--- src/rtl/counter_ctrl_pkg.sv ---
// Shared definitions for the counter sequencing controller: the controller
// state encoding and the meaning of the latched mode bit.
package counter_ctrl_pkg;

    // Controller states. The 2-bit encoding is fixed so it can be probed or
    // decoded externally.
    typedef enum logic [1:0] {
        S_IDLE = 2'd0,
        S_RUN  = 2'd1,
        S_HOLD = 2'd2,
        S_DONE = 2'd3
    } state_t;

    // Meaning of the mode bit, which is latched at start.
    localparam logic M_ONESHOT  = 1'b0;  // stop at the limit and park in DONE
    localparam logic M_PERIODIC = 1'b1;  // wrap to 0 at the limit and keep counting

endpackage

--- src/rtl/counter_ctrl_cnt_core.sv ---
// Enable-driven up-counter core. A synchronous clear takes precedence over
// the enable. The counter has no knowledge of the limit: wrapping is done by
// the controller asserting clr, never by natural overflow.
module cnt_core #(
    parameter int WIDTH = 4
) (
    input  logic             clk,
    input  logic             rst,
    input  logic             clr,
    input  logic             en,
    output logic [WIDTH-1:0] count
);

    logic [WIDTH-1:0] r_count;

    // Count register: async reset, sync clear, otherwise increment when enabled
    always_ff @(posedge clk or posedge rst) begin
        if (rst) begin
            r_count <= '0;
        end else if (clr) begin
            r_count <= '0;
        end else if (en) begin
            r_count <= r_count + 1'b1;
        end
    end

    assign count = r_count;

endmodule

--- src/rtl/counter_ctrl.sv ---
// Sequencing controller for the up-counter core. It latches a terminal count
// and a mode at start, runs the counter, supports pause and abort, and emits
// a registered one-cycle done pulse each time the limit is reached.
// The input priority at every edge is stop > start > pause.
module counter_ctrl #(
    parameter int WIDTH = 4
) (
    input  logic             clk,
    input  logic             rst,
    input  logic             start,
    input  logic             stop,
    input  logic             pause,
    input  logic             mode,
    input  logic [WIDTH-1:0] limit,
    output logic [WIDTH-1:0] count,
    output logic             busy,
    output logic             done
);

    import counter_ctrl_pkg::*;

    state_t           r_state;
    state_t           r_state_next;
    logic [WIDTH-1:0] r_lim_q;
    logic [WIDTH-1:0] r_lim_next;
    logic             r_mode_q;
    logic             r_mode_next;
    logic             r_done;
    logic             r_done_next;

    logic             w_clr;
    logic             w_en;
    logic             w_at_limit;
    logic [WIDTH-1:0] w_count;

    // The counter core owns the count register; the controller only steers it.
    cnt_core #(
        .WIDTH(WIDTH)
    ) u_cnt_core (
        .clk  (clk),
        .rst  (rst),
        .clr  (w_clr),
        .en   (w_en),
        .count(w_count)
    );

    // Compare against the latched limit. Because the wrap is triggered from
    // this compare, a limit of all-ones wraps cleanly without overflow.
    assign w_at_limit = (w_count == r_lim_q);

    // State, latched configuration and done pulse registers
    always_ff @(posedge clk or posedge rst) begin
        if (rst) begin
            r_state  <= S_IDLE;
            r_lim_q  <= '0;
            r_mode_q <= M_ONESHOT;
            r_done   <= 1'b0;
        end else begin
            r_state  <= r_state_next;
            r_lim_q  <= r_lim_next;
            r_mode_q <= r_mode_next;
            r_done   <= r_done_next;
        end
    end

    // Next-state logic plus the clear/enable controls for the counter core
    always_comb begin
        r_state_next = r_state;
        r_lim_next   = r_lim_q;
        r_mode_next  = r_mode_q;
        r_done_next  = 1'b0;
        w_clr        = 1'b0;
        w_en         = 1'b0;

        case (r_state)
            // IDLE and DONE react identically to stop and start; without
            // either, the count simply holds (0 in IDLE, lim_q in DONE).
            S_IDLE, S_DONE: begin
                if (stop) begin
                    r_state_next = S_IDLE;
                    w_clr        = 1'b1;
                end else if (start) begin
                    r_lim_next  = limit;
                    r_mode_next = mode;
                    w_clr       = 1'b1;
                    // The decision uses the incoming limit, since lim_q is
                    // only being loaded on this edge.
                    if (limit != '0) begin
                        r_state_next = S_RUN;
                    end else begin
                        r_state_next = S_DONE;
                        r_done_next  = 1'b1;
                    end
                end
            end

            S_RUN: begin
                if (stop) begin
                    r_state_next = S_IDLE;
                    w_clr        = 1'b1;
                end else if (pause) begin
                    // Pause wins over counting and over completion: the count
                    // is frozen on this edge.
                    r_state_next = S_HOLD;
                end else if (!w_at_limit) begin
                    w_en = 1'b1;
                end else begin
                    r_done_next = 1'b1;
                    if (r_mode_q == M_ONESHOT) begin
                        r_state_next = S_DONE;
                    end else begin
                        w_clr = 1'b1;
                    end
                end
            end

            S_HOLD: begin
                if (stop) begin
                    r_state_next = S_IDLE;
                    w_clr        = 1'b1;
                end else if (!pause) begin
                    // Only the state changes on the resume edge; counting
                    // restarts on the edge after.
                    r_state_next = S_RUN;
                end
            end

            default: begin
                r_state_next = S_IDLE;
                w_clr        = 1'b1;
            end
        endcase
    end

    assign count = w_count;
    assign busy  = (r_state == S_RUN) || (r_state == S_HOLD);
    assign done  = r_done;

endmodule

--- config.mk ---
export PLATFORM = sky130hd
export DESIGN_NAME = counter_ctrl
export DESIGN_NICKNAME = d
export VERILOG_FILES = /design/src/rtl/counter_ctrl_pkg.sv /design/src/rtl/counter_ctrl_cnt_core.sv /design/src/rtl/counter_ctrl.sv
export SDC_FILE = /design/constraint.sdc
export NUM_CORES = 1
export LEC_CHECK = 0
export CORE_MARGIN = 10
export CORE_UTILIZATION = 40
export DETAILED_ROUTE_END_ITERATION = 16
export PLACE_DENSITY = 0.66
export SLEW_MARGIN = 5
export SYNTH_ARGS = -nofsm -noshare
export SYNTH_HDL_FRONTEND = slang
export SYNTH_SLANG_ARGS = --single-unit
export TNS_END_PERCENT = 50
--- constraint.sdc ---
create_clock -name clk -period 2.35 [get_ports clk]
set_input_delay 0.47 -clock clk [delete_from_list [all_inputs] [get_ports clk]]
set_output_delay 0.47 -clock clk [all_outputs]
set_load 0.01 [all_outputs]
# [Yosys cells after proc, flatten, opt, wreduce, memory -nomap -nowiden]
# Index checks and enable logic that the tools add are counted.
[op_classes] add_sub_neg=1 multipliers=0 div=0 magnitude_cmp=0 n_eq_ne=8 n_shift=0 n_mux=31 bitwise_logic=1 n_reduce_logical=7
[ops] operator="2-to-1 mux 2 bit" n=9
[ops] operator="2-to-1 mux 1 bit" n=17
[ops] operator="2-to-1 mux 4 bit" n=2
[ops] operator="!= test 4 bit (second input constant)" n=2
[ops] operator="!= test 3 bit (second input constant)" n=2
[ops] operator="one-hot mux 2 bit (3 select lines)" n=1
[ops] operator="adder 4 x 1 -> 4 bit (second input constant)" n=1
[ops] operator="equality test 2 bit (second input constant)" n=2
[ops] operator="equality test 4 bit" n=1
[ops] operator="AND reduction 4 bit" n=1
[ops] operator="nonzero test 4 bit" n=1
[ops] operator="one-hot mux 1 bit (3 select lines)" n=1
[ops] operator="AND reduction 3 bit" n=1
[ops] operator="equality test 2 x 1 -> 1 bit (second input constant)" n=1
[ops] operator="logical NOT 2 bit" n=1
[ops] operator="one-hot mux 1 bit (2 select lines)" n=1
[ops] operator="nonzero test 2 bit" n=1
[ops] operator="OR reduction 2 bit" n=1
[ops] operator="logical OR 1 bit" n=1
[ops] operator="NOT 1 bit" n=1
[totals] ff_bits=12 latch_bits=0 ram_bits=0 rom_bits=0 in_bits=10 out_inout_bits=6 elab_cells=53 mem_count=0

# [Logic depth before layout (Yosys ltp)]
# Gate-level depths: netlist (run 1).
[logic_depth] word_depth=7 ltp_mapped=6 depth_no_buf=6

# [By module]
# A second synthesis (run 1) with hierarchy kept.
[unflattened] hier_cells=69 area_unflattened_um2=723.2
[by_module_without_submodules] mod="counter_ctrl" instances=1 cells_per_inst=52 area_per_inst_um2=526.8 seq_area_each_um2=200.2
[by_module_without_submodules] mod="cnt_core" instances=1 cells_per_inst=17 area_per_inst_um2=196.4 seq_area_each_um2=100.1

# [Least setup slack after synthesis (run 1)]
# Ideal clock, no wire load.
[synth_timing] path_type="flip-flop to flip-flop" startpoint="reg u_cnt_core.r_count[0], in the netlist u_cnt_core.count[0]" endpoint="reg u_cnt_core.r_count[0], in the netlist u_cnt_core.count[0]" setup_ns=0.127 t_arrival_ns=1.510 t_required_ns=2.223 setup_slack_ns=0.713 path_stages_with_launch=5 n_path_buf=0 synth_period_minus_slack_ns=1.637 path_cell_list="dfrtp_1 > xor2_1 > or4_4 > o31ai_4 > nor2_1"
[synth_via] elab_chain_len=6 word_cells_on_any_way=13 cone_classes="add/sub: 1; eq/ne: 1; mux: 10; reduce/logical: 1"
[synth_rtl] item="start, declared" line_no="counter_ctrl_cnt_core.sv:14" source="logic [WIDTH-1:0] r_count;"
[synth_rtl] item="start signal, assigned" line_no="counter_ctrl_cnt_core.sv:23" source="r_count <= r_count + 1'b1;"
[synth_rtl] item="equality test 4 bit" line_no="counter_ctrl.sv:49" source="assign w_at_limit = (w_count == r_lim_q);"
[synth_rtl] item="2-to-1 mux 1 bit" line_no="counter_ctrl.sv:105" source="end else if (!w_at_limit) begin"
[synth_rtl] item="2-to-1 mux 1 bit" line_no="counter_ctrl.sv:101" source="end else if (pause) begin"
[synth_rtl] item="2-to-1 mux 1 bit" line_no="counter_ctrl.sv:98" source="if (stop) begin"
[synth_rtl] item="one-hot mux 1 bit (3 select lines) / 2-to-1 mux 1 bit (equally long branches)" line_no="counter_ctrl.sv:75" source="case (r_state)"
[synth_rtl] item="2-to-1 mux 4 bit / nonzero test 2 bit (equally long branches)"
# Parallel ways exist; a longest one is shown, timed or not. The select of a mux whose other input is x is not followed.
# A chain may end at the register's enable or synchronous reset.

# [Final worst setup path (run 1)]
[layout_timing] startpoint="reg r_state[0]" endpoint="out busy"
[layout_via] elab_chain_len=2 word_cells_on_any_way=3 cone_classes="eq/ne: 2; reduce/logical: 1"
[layout_rtl] item="start, declared" line_no="counter_ctrl.sv:22" source="state_t r_state;"
[layout_rtl] item="start signal, assigned" line_no="counter_ctrl.sv:59" source="r_state <= r_state_next;"
[layout_rtl] item="equality test 2 x 1 -> 1 bit / equality test 2 bit (equally long branches)" line_no="counter_ctrl.sv:136" source="assign busy = (r_state == S_RUN) || (r_state == S_HOLD);"
[layout_rtl] item="logical OR 1 bit (*)" line_no="counter_ctrl.sv:136"
[layout_rtl] item="end, declared" line_no="counter_ctrl.sv:16" source="output logic busy,"
# Every way passes the cells marked *; elsewhere a longest branch is shown, timed or not.

==> results.md, run 1 <==
* Status: complete, no violations
* Pin count of the biggest net entering global routing at 13
* Initial drt markers at 13
* Final min period at 2146 ps
* Placer Congestion at roughly 0.8
* Final Setup Violations at 0
* Clk root buf: clkbuf_4
* N_diodes at 0
* TritonCTS Buffers at 3
* EDFF count, synth at 0
* Overflow after GRT at 0
* CTS resizes at 0
* Finished Core Util at 0.5738
* Fin. Hold Viols at 0
* Critical setup path kind: flip-flop to output pin
* Longest Clk Path Bufs at 2
* Std-Cell Core Area at 1559 um2
* DRC at 0
* Final worst-path cycle share at 0.9134
* Post-route cell area at 894.6 um2
* Post-synth ARST share at 1.000
* Average via count per standard cell at roughly 5.4
* CP Data Arrival Time at 1680 ps
* Syn Nets at slightly below 80
* # clock sinks at 12
* Proportion of synthesized area in mux cells at 0.09636
* Worst VDD drop at about 0.00055 V
* Cell variety after synth at 26
* Setup TNS at 0 ps
* Skew final at 3.921 ps
* DRT Pass-1 Iters at 2
* Vias in the first global route at 527
* Cts hold-fix bufs at 0
* CTS tree: done
* Detailed Route WL at 1.349 mm
* Max-slew violations at 0
* Post-synthesis sequential area ratio at 0.4364
* Delay of the slowest critical-path stage at approximately 540 ps
* Synth Cell Area at just under 700 um2
* Fillcell total at ~130
* Mapped Cells at 65
* Worst EP required at 1880 ps
* Rel. slew slack at 0.6104
* Row count at 14
* Tot GR Track Use at 0.08100
* Total vias in the final route at 541
* Simple-gate share of the synthesized area at 0.1618
* #FFs+latches synth at 12
* Power Dens Cells at between 900 and 1000 nW/um2
* Synth Area in Adders at 0.05455
* Crit start category: flip-flop
* Avg WL per Cell at around 13 um
* Syn_area_per_cell at ~11 um2
* Fmax at ~470 MHz
* Share of the synthesized area in the top cell type at 0.4364
* Delay-heaviest family, CP: buffers and inverters
* Worst-path clk slew at roughly 70 ps
* Final #Nets at 98
* H-tree Lvls at 1
* Crit. End Element: output pin
* Initial Utilization at 0.4414
* Clk_lat worst skew at approximately 270 ps
* Top cell by count, worst path: inv_1
* I/O pins at 16
* Max Fanout on Critical Path at 5
* Area leader, netlist: dfrtp_1
* CP cell instances: inv_1 > ha_1 > inv_1 > clkdlybuf4s50_1
* Max Cap Violations at 0
* Post-DP HPWL at 1.144 mm
* Routed Antenna Nets at 0
* Die area at ~3800 um2
* Placed cell area at 858.3 um2
* Post-synthesis compound-gate area fraction at 0.1600
* Top_reg_cell synth: dfrtp_1
* WP buf/inv at 3
* Layout cell share with drive strength beyond 1 at 0.1429
* Die height at around 61 um
* Largest family of logic cells by synthesized area: simple AND/OR/NAND/NOR gates
* Ys Warns at 0
* Slowest stage cell, crit path: clkdlybuf4s50_1
* Slew @ Worst Pin at slightly below 600 ps
* Worst min-delay path category: input port to async pin
* Leakage at just under 0.0004 uW
* First-pass GRT wire length at approximately 2.3 mm
* I/O Buffers at 15
* Syn-to-layout area delta at 30.00%
* Largest cells by area after synthesis: dfrtp_1 (44%), mux2_2 (8.2%), xor2_1 (6.4%), ha_1 (5.5%), o31ai_4 (3.1%)
* XOR/XNOR Fraction of Synth Area at 0.06364
* Post-CTS setup buffers at 0
* RSZ-0062 raised after global routing: no
* DIE WIDTH at around 61 um
* Antenna violations before repair at 0
where the power goes:
group          leakage, uW  switching (uW)  internal (uW)
Combinational     0.000209             184            169
Clock            0.0000210            64.3           94.1
Sequential        0.000155            38.3            265
Total             0.000384             286            528
worst paths after layout:
path	start	to	slack (ps)	depth (start not counted)
max	r_state[0]	busy	200	4
min	rst	u_cnt_core.count[1]	500	2
max reg2reg	u_cnt_core.count[0]	r_state[0]	620	4
min reg2reg	r_mode_q	r_mode_q	510	1
max in group asynchronous	rst	r_lim_q[1]	1550	2
min in group clk	r_mode_q	r_mode_q	510	1
state kept, by name, indices dropped and copies added (netlist names):
signal	cells
r_mode_q	1
r_lim_q	4
r_state	2
done	1
u_cnt_core.count	4
through the flow:
step                cells  setup WS (ps)  hold WS [ps]  power [uW]
floorplan              65          712.9         334.7       563.0
global placement       96          332.7         495.5       658.4
detailed placement     96          275.5         499.3       661.6
CTS                   100          189.4         512.5       823.8
global route          100          135.8         528.5       879.3
finish                100          203.5         496.9       814.4
synthesized netlist by cell type (all sizes together) (2+ instances only):
| library cell | count |
|---|---|
| ha | 3 |
| nor2 | 5 |
| nor3 | 2 |
| a21oi | 4 |
| xor2 | 5 |
| nor4 | 2 |
| inv | 5 |
| nand2 | 4 |
| mux2 | 5 |
| or3 | 2 |
| o21ai | 2 |
| o41ai | 2 |
| dfrtp | 12 |
routing by layer:
| layer | vias to the layer above | global-route usage | share of wire |
|---|---|---|---|
| li1 | 279 | - | - |
| met1 | 246 | 0.09541 | 0.48 |
| met2 | 14 | 0.1243 | 0.45 |
| met3 | 2 | 0.04733 | 0.065 |
| met4 | 0 | 0.01911 | 0.0067 |
| met5 | - | 0 | 0 |
layout by cell type (no fill, tap or decap):
cell type	n
nand2_1	4
nor2_1	5
mux2i_1	1
or3_1	2
a41oi_1	1
or4_4	1
nor4_1	2
nand3_1	1
clkbuf_8	1
clkbuf_4	3
dfrtp_1	12
o31ai_4	1
o41ai_1	1
nor3_1	2
nand4_1	1
mux2_2	5
xor2_1	5
a32oi_1	1
ha_1	3
clkdlybuf4s50_1	15
a41o_1	1
nor3b_1	1
o41ai_2	1
nor2b_1	1
o21ai_0	2
a21oi_1	4
inv_1	5
nand2b_1	1
o22ai_1	1
cell families after synthesis:
kind of cell / Yosys count
mux: 6
simple gates: 21
fa+ha+maj: 3
flops: 12
compound gates: 13
buf+inv: 5
xor+xnor: 5
cell type report:
| cell class | count | area, um2 | share of cell area |
|---|---|---|---|
| Inverter | 5 | 18.77 | 0.02098 |
| Tap cell | 16 | 20.02 | 0.02238 |
| Sequential cell | 12 | 300.3 | 0.3357 |
| Clock buffer | 4 | 36.28 | 0.04056 |
| Multi-Input combinational cell | 48 | 369.1 | 0.4126 |
| Timing Repair Buffer | 15 | 150.1 | 0.1678 |
Note: power is estimated with default switching activity, not from simulation.
==> run 2, diff against run 1 <==
--- a/config.mk
+++ b/config.mk
@@ -9,6 +9,7 @@
 export CORE_UTILIZATION = 40
 export DETAILED_ROUTE_END_ITERATION = 16
 export PLACE_DENSITY = 0.66
+export SKIP_CTS_REPAIR_TIMING = 1
 export SLEW_MARGIN = 5
 export SYNTH_ARGS = -nofsm -noshare
 export SYNTH_HDL_FRONTEND = slang
==> results of run 2 <==
Same layout as run 1: the final DEF is identical, and so are final timing and power.
==> run 3, diff against run 2 <==
--- a/config.mk
+++ b/config.mk
@@ -5,10 +5,11 @@
 export SDC_FILE = /design/constraint.sdc
 export NUM_CORES = 1
 export LEC_CHECK = 0
+export CAP_MARGIN = 20
 export CORE_MARGIN = 10
-export CORE_UTILIZATION = 40
+export CORE_UTILIZATION = 51
 export DETAILED_ROUTE_END_ITERATION = 16
-export PLACE_DENSITY = 0.66
+export PLACE_DENSITY = 0.81
 export SKIP_CTS_REPAIR_TIMING = 1
 export SLEW_MARGIN = 5
 export SYNTH_ARGS = -nofsm -noshare
==> run 3 against run 2 <==
  * Clock-buffer cell count shrank 1
  * Fmax shrank 1.9%
  * Cell area is 1.7% lower
  * Sequential cell count stayed put
  * Critical endpoint unchanged
  * Largest power group unchanged
  * Highest routed layer unchanged
==> results.md, run 3 (synthesized netlist as in run 1, its figures left out) <==
* Setup TNS at 0 ps (unchanged)
* Post-DP HPWL at 1.205 mm (was 1.144 mm)
* Placer Congestion at 0.7776 (was 0.7881)
* Post-Route M1 WL at 608 um (was 642 um)
* Longest Clk Path Bufs at 2 (unchanged)
* RSZ-0062 raised after global routing: no (unchanged)
* Sw Pwr at 292.2 uW (was 286.2 uW)
* N_diodes at 0 (unchanged)
* Final Non-Filler Cells at 98 (was 100)
* CTS tree: done (unchanged)
* Sw frac at 0.3714 (was 0.3514)
* Tot GR Track Use at 0.09238 (was 0.08100)
* Internal power at 494.5 uW (was 528.2 uW)
* Combinational power share at 0.454 (was 0.433)
* Syn-to-layout area delta at 27.82% (was 30.00%)
* Total vias in the final route at 581 (was 541)
* DR top layer: met4 (unchanged)
* Most frequent cells in the layout: clkdlybuf4s50_1 (15), dfrtp_1 (12) (unchanged)
* Fin Hold WS at 506.2 ps (was 496.9 ps)
* Vias in the first global route at 550 (was 527)
* Clock power share at 0.157 (was 0.195)
* Pin count of the biggest net entering global routing at 13 (unchanged)
* Placed cell area at 857.1 um2 (was 858.3 um2)
* Commonest non-fill, non-tap cell in the layout: clkdlybuf4s50_1 (unchanged)
* Antenna violations before repair at 0 (unchanged)
* Max Cap Violations at 0 (unchanged)
* Skew final at 2.386 ps (was 3.921 ps)
* Max Fanout on Critical Path at 5 (unchanged)
* Met2 wire length at 722 um (was 608 um)
* Met3 wire length at 100 um (was 88 um)
* Final worst-path cycle share at 0.9309 (was 0.9134)
* Routed Antenna Nets at 0 (unchanged)
* Slew @ Worst Pin at 602.2 ps (was 578.1 ps)
* Crit start category: flip-flop (unchanged)
* Detailed Route WL at 1.454 mm (was 1.349 mm)
* Worst EP required at 1880 ps (about the same)
* Initial Utilization at 0.5355 (was 0.4414)
* Die area at 3219 um2 (was 3779 um2)
* Clk root buf: clkbuf_4 (unchanged)
* DRT Pass-1 Iters at 4 (was 2)
* Row count at 13 (was 14)
* Layout cell share with drive strength beyond 1 at 0.1325 (was 0.1429)
* Avg WL per Cell at 14.84 um (was 13.49 um)
* Status: complete, no violations (unchanged)
* Average via count per standard cell at 5.929 (was 5.410)
* Std-Cell Core Area at 1285 um2 (was 1559 um2)
* TritonCTS Buffers at 3 (unchanged)
* Final Setup Violations at 0 (unchanged)
* Finished Core Util at 0.6845 (was 0.5738)
* Worst min-delay path category: input port to async pin (unchanged)
* Leakage at 0.0003770 uW (was 0.0003842 uW)
* Rel. slew slack at 0.5933 (was 0.6104)
* DRC at 0 (unchanged)
* Final #Nets at 98 (unchanged)
* First-pass GRT wire length at 2.428 mm (was 2.277 mm)
* Max-slew violations at 0 (unchanged)
* Clk_lat worst skew at 270 ps (about the same)
* DIE WIDTH at 56.74 um (was 61.48 um)
* Multi-input gate area at 369.1 um2 (unchanged)
* Fin. Hold Viols at 0 (unchanged)
* I/O pins at 16 (unchanged)
* Sequential share of power at 0.388 (was 0.373)
* I/O Buffers at 15 (unchanged)
* H-tree Lvls at 1 (unchanged)
* # clock sinks at 12 (unchanged)
* Initial drt markers at 15 (was 13)
* Power Dens Cells at 894.3 nW/um2 (was 910.3 nW/um2)
* Post-route cell area at 879.6 um2 (was 894.6 um2)
* Final min period at 2188 ps (was 2146 ps)
* Placed insts at 95 (was 96)
* Fmax at 457.1 MHz (was 465.9 MHz)
* Worst VDD drop at 0.0006087 V (was 0.0005471 V)
* Fillcell total at 106 (was 133)
* Die height at 56.74 um (was 61.48 um)
* Worst-path clk slew at 70 ps (about the same)
* Reg area at 300.3 um2 (unchanged)
* Critical setup path kind: flip-flop to output pin (unchanged)
* CP Data Arrival Time at 1720 ps (was 1680 ps)
* Overflow after GRT at 0 (unchanged)
* Crit. End Element: output pin (unchanged)
-- run 3: critical path: stages, from the launching register on --
cell and delay, ps:
dfrtp_1 390, inv_1 60, ha_1 360, inv_1 100, clkdlybuf4s50_1 540
-- run 3: per-layer routing --
metal	up-vias	GRT usage
li1	275	-
met1	280	0.1047
met2	22	0.1505
met3	4	0.02697
met4	0	0.05034
met5	-	0
-- run 3: worst paths after layout --
kind	start	end	slack (ps)	depth (start not counted)
max in group asynchronous	rst	r_lim_q[1]	1530	2
max reg2reg	r_state[1]	u_cnt_core.count[2]	500	6
min reg2reg	r_mode_q	r_mode_q	530	1
min in group clk	r_mode_q	r_mode_q	530	1
min	rst	r_mode_q	510	2
max	r_state[0]	busy	160	4
-- run 3: area by class of cell --
| class | instances | share of cell area |
|---|---|---|
| well taps | 15 | 0.02134 |
| inverters | 5 | 0.02134 |
| flip-flops and latches | 12 | 0.3414 |
| repair buffers | 15 | 0.1707 |
| clock buffers | 3 | 0.02560 |
| multi-input cells | 48 | 0.4196 |
-- run 3: per-stage QoR --
stage                     power, uW  setup slack (ps)
after detailed placement      664.1             244.4
after CTS                     788.9             158.0
final                         786.6             162.4
after floorplan               563.0             712.9
after global placement        652.9             329.1
after global routing          846.5             99.31
-- run 3: power groups by stage --
stage / Combinational (uW) / Sequential (uW) / Clock (uW)
5_1_grt: 395 / 314 / 138
4_1_cts: 356 / 306 / 127
3_3_place_gp: 346 / 307 / 0
2_1_floorplan: 264 / 299 / 0
6_report: 357 / 306 / 124
3_5_place_dp: 353 / 311 / 0
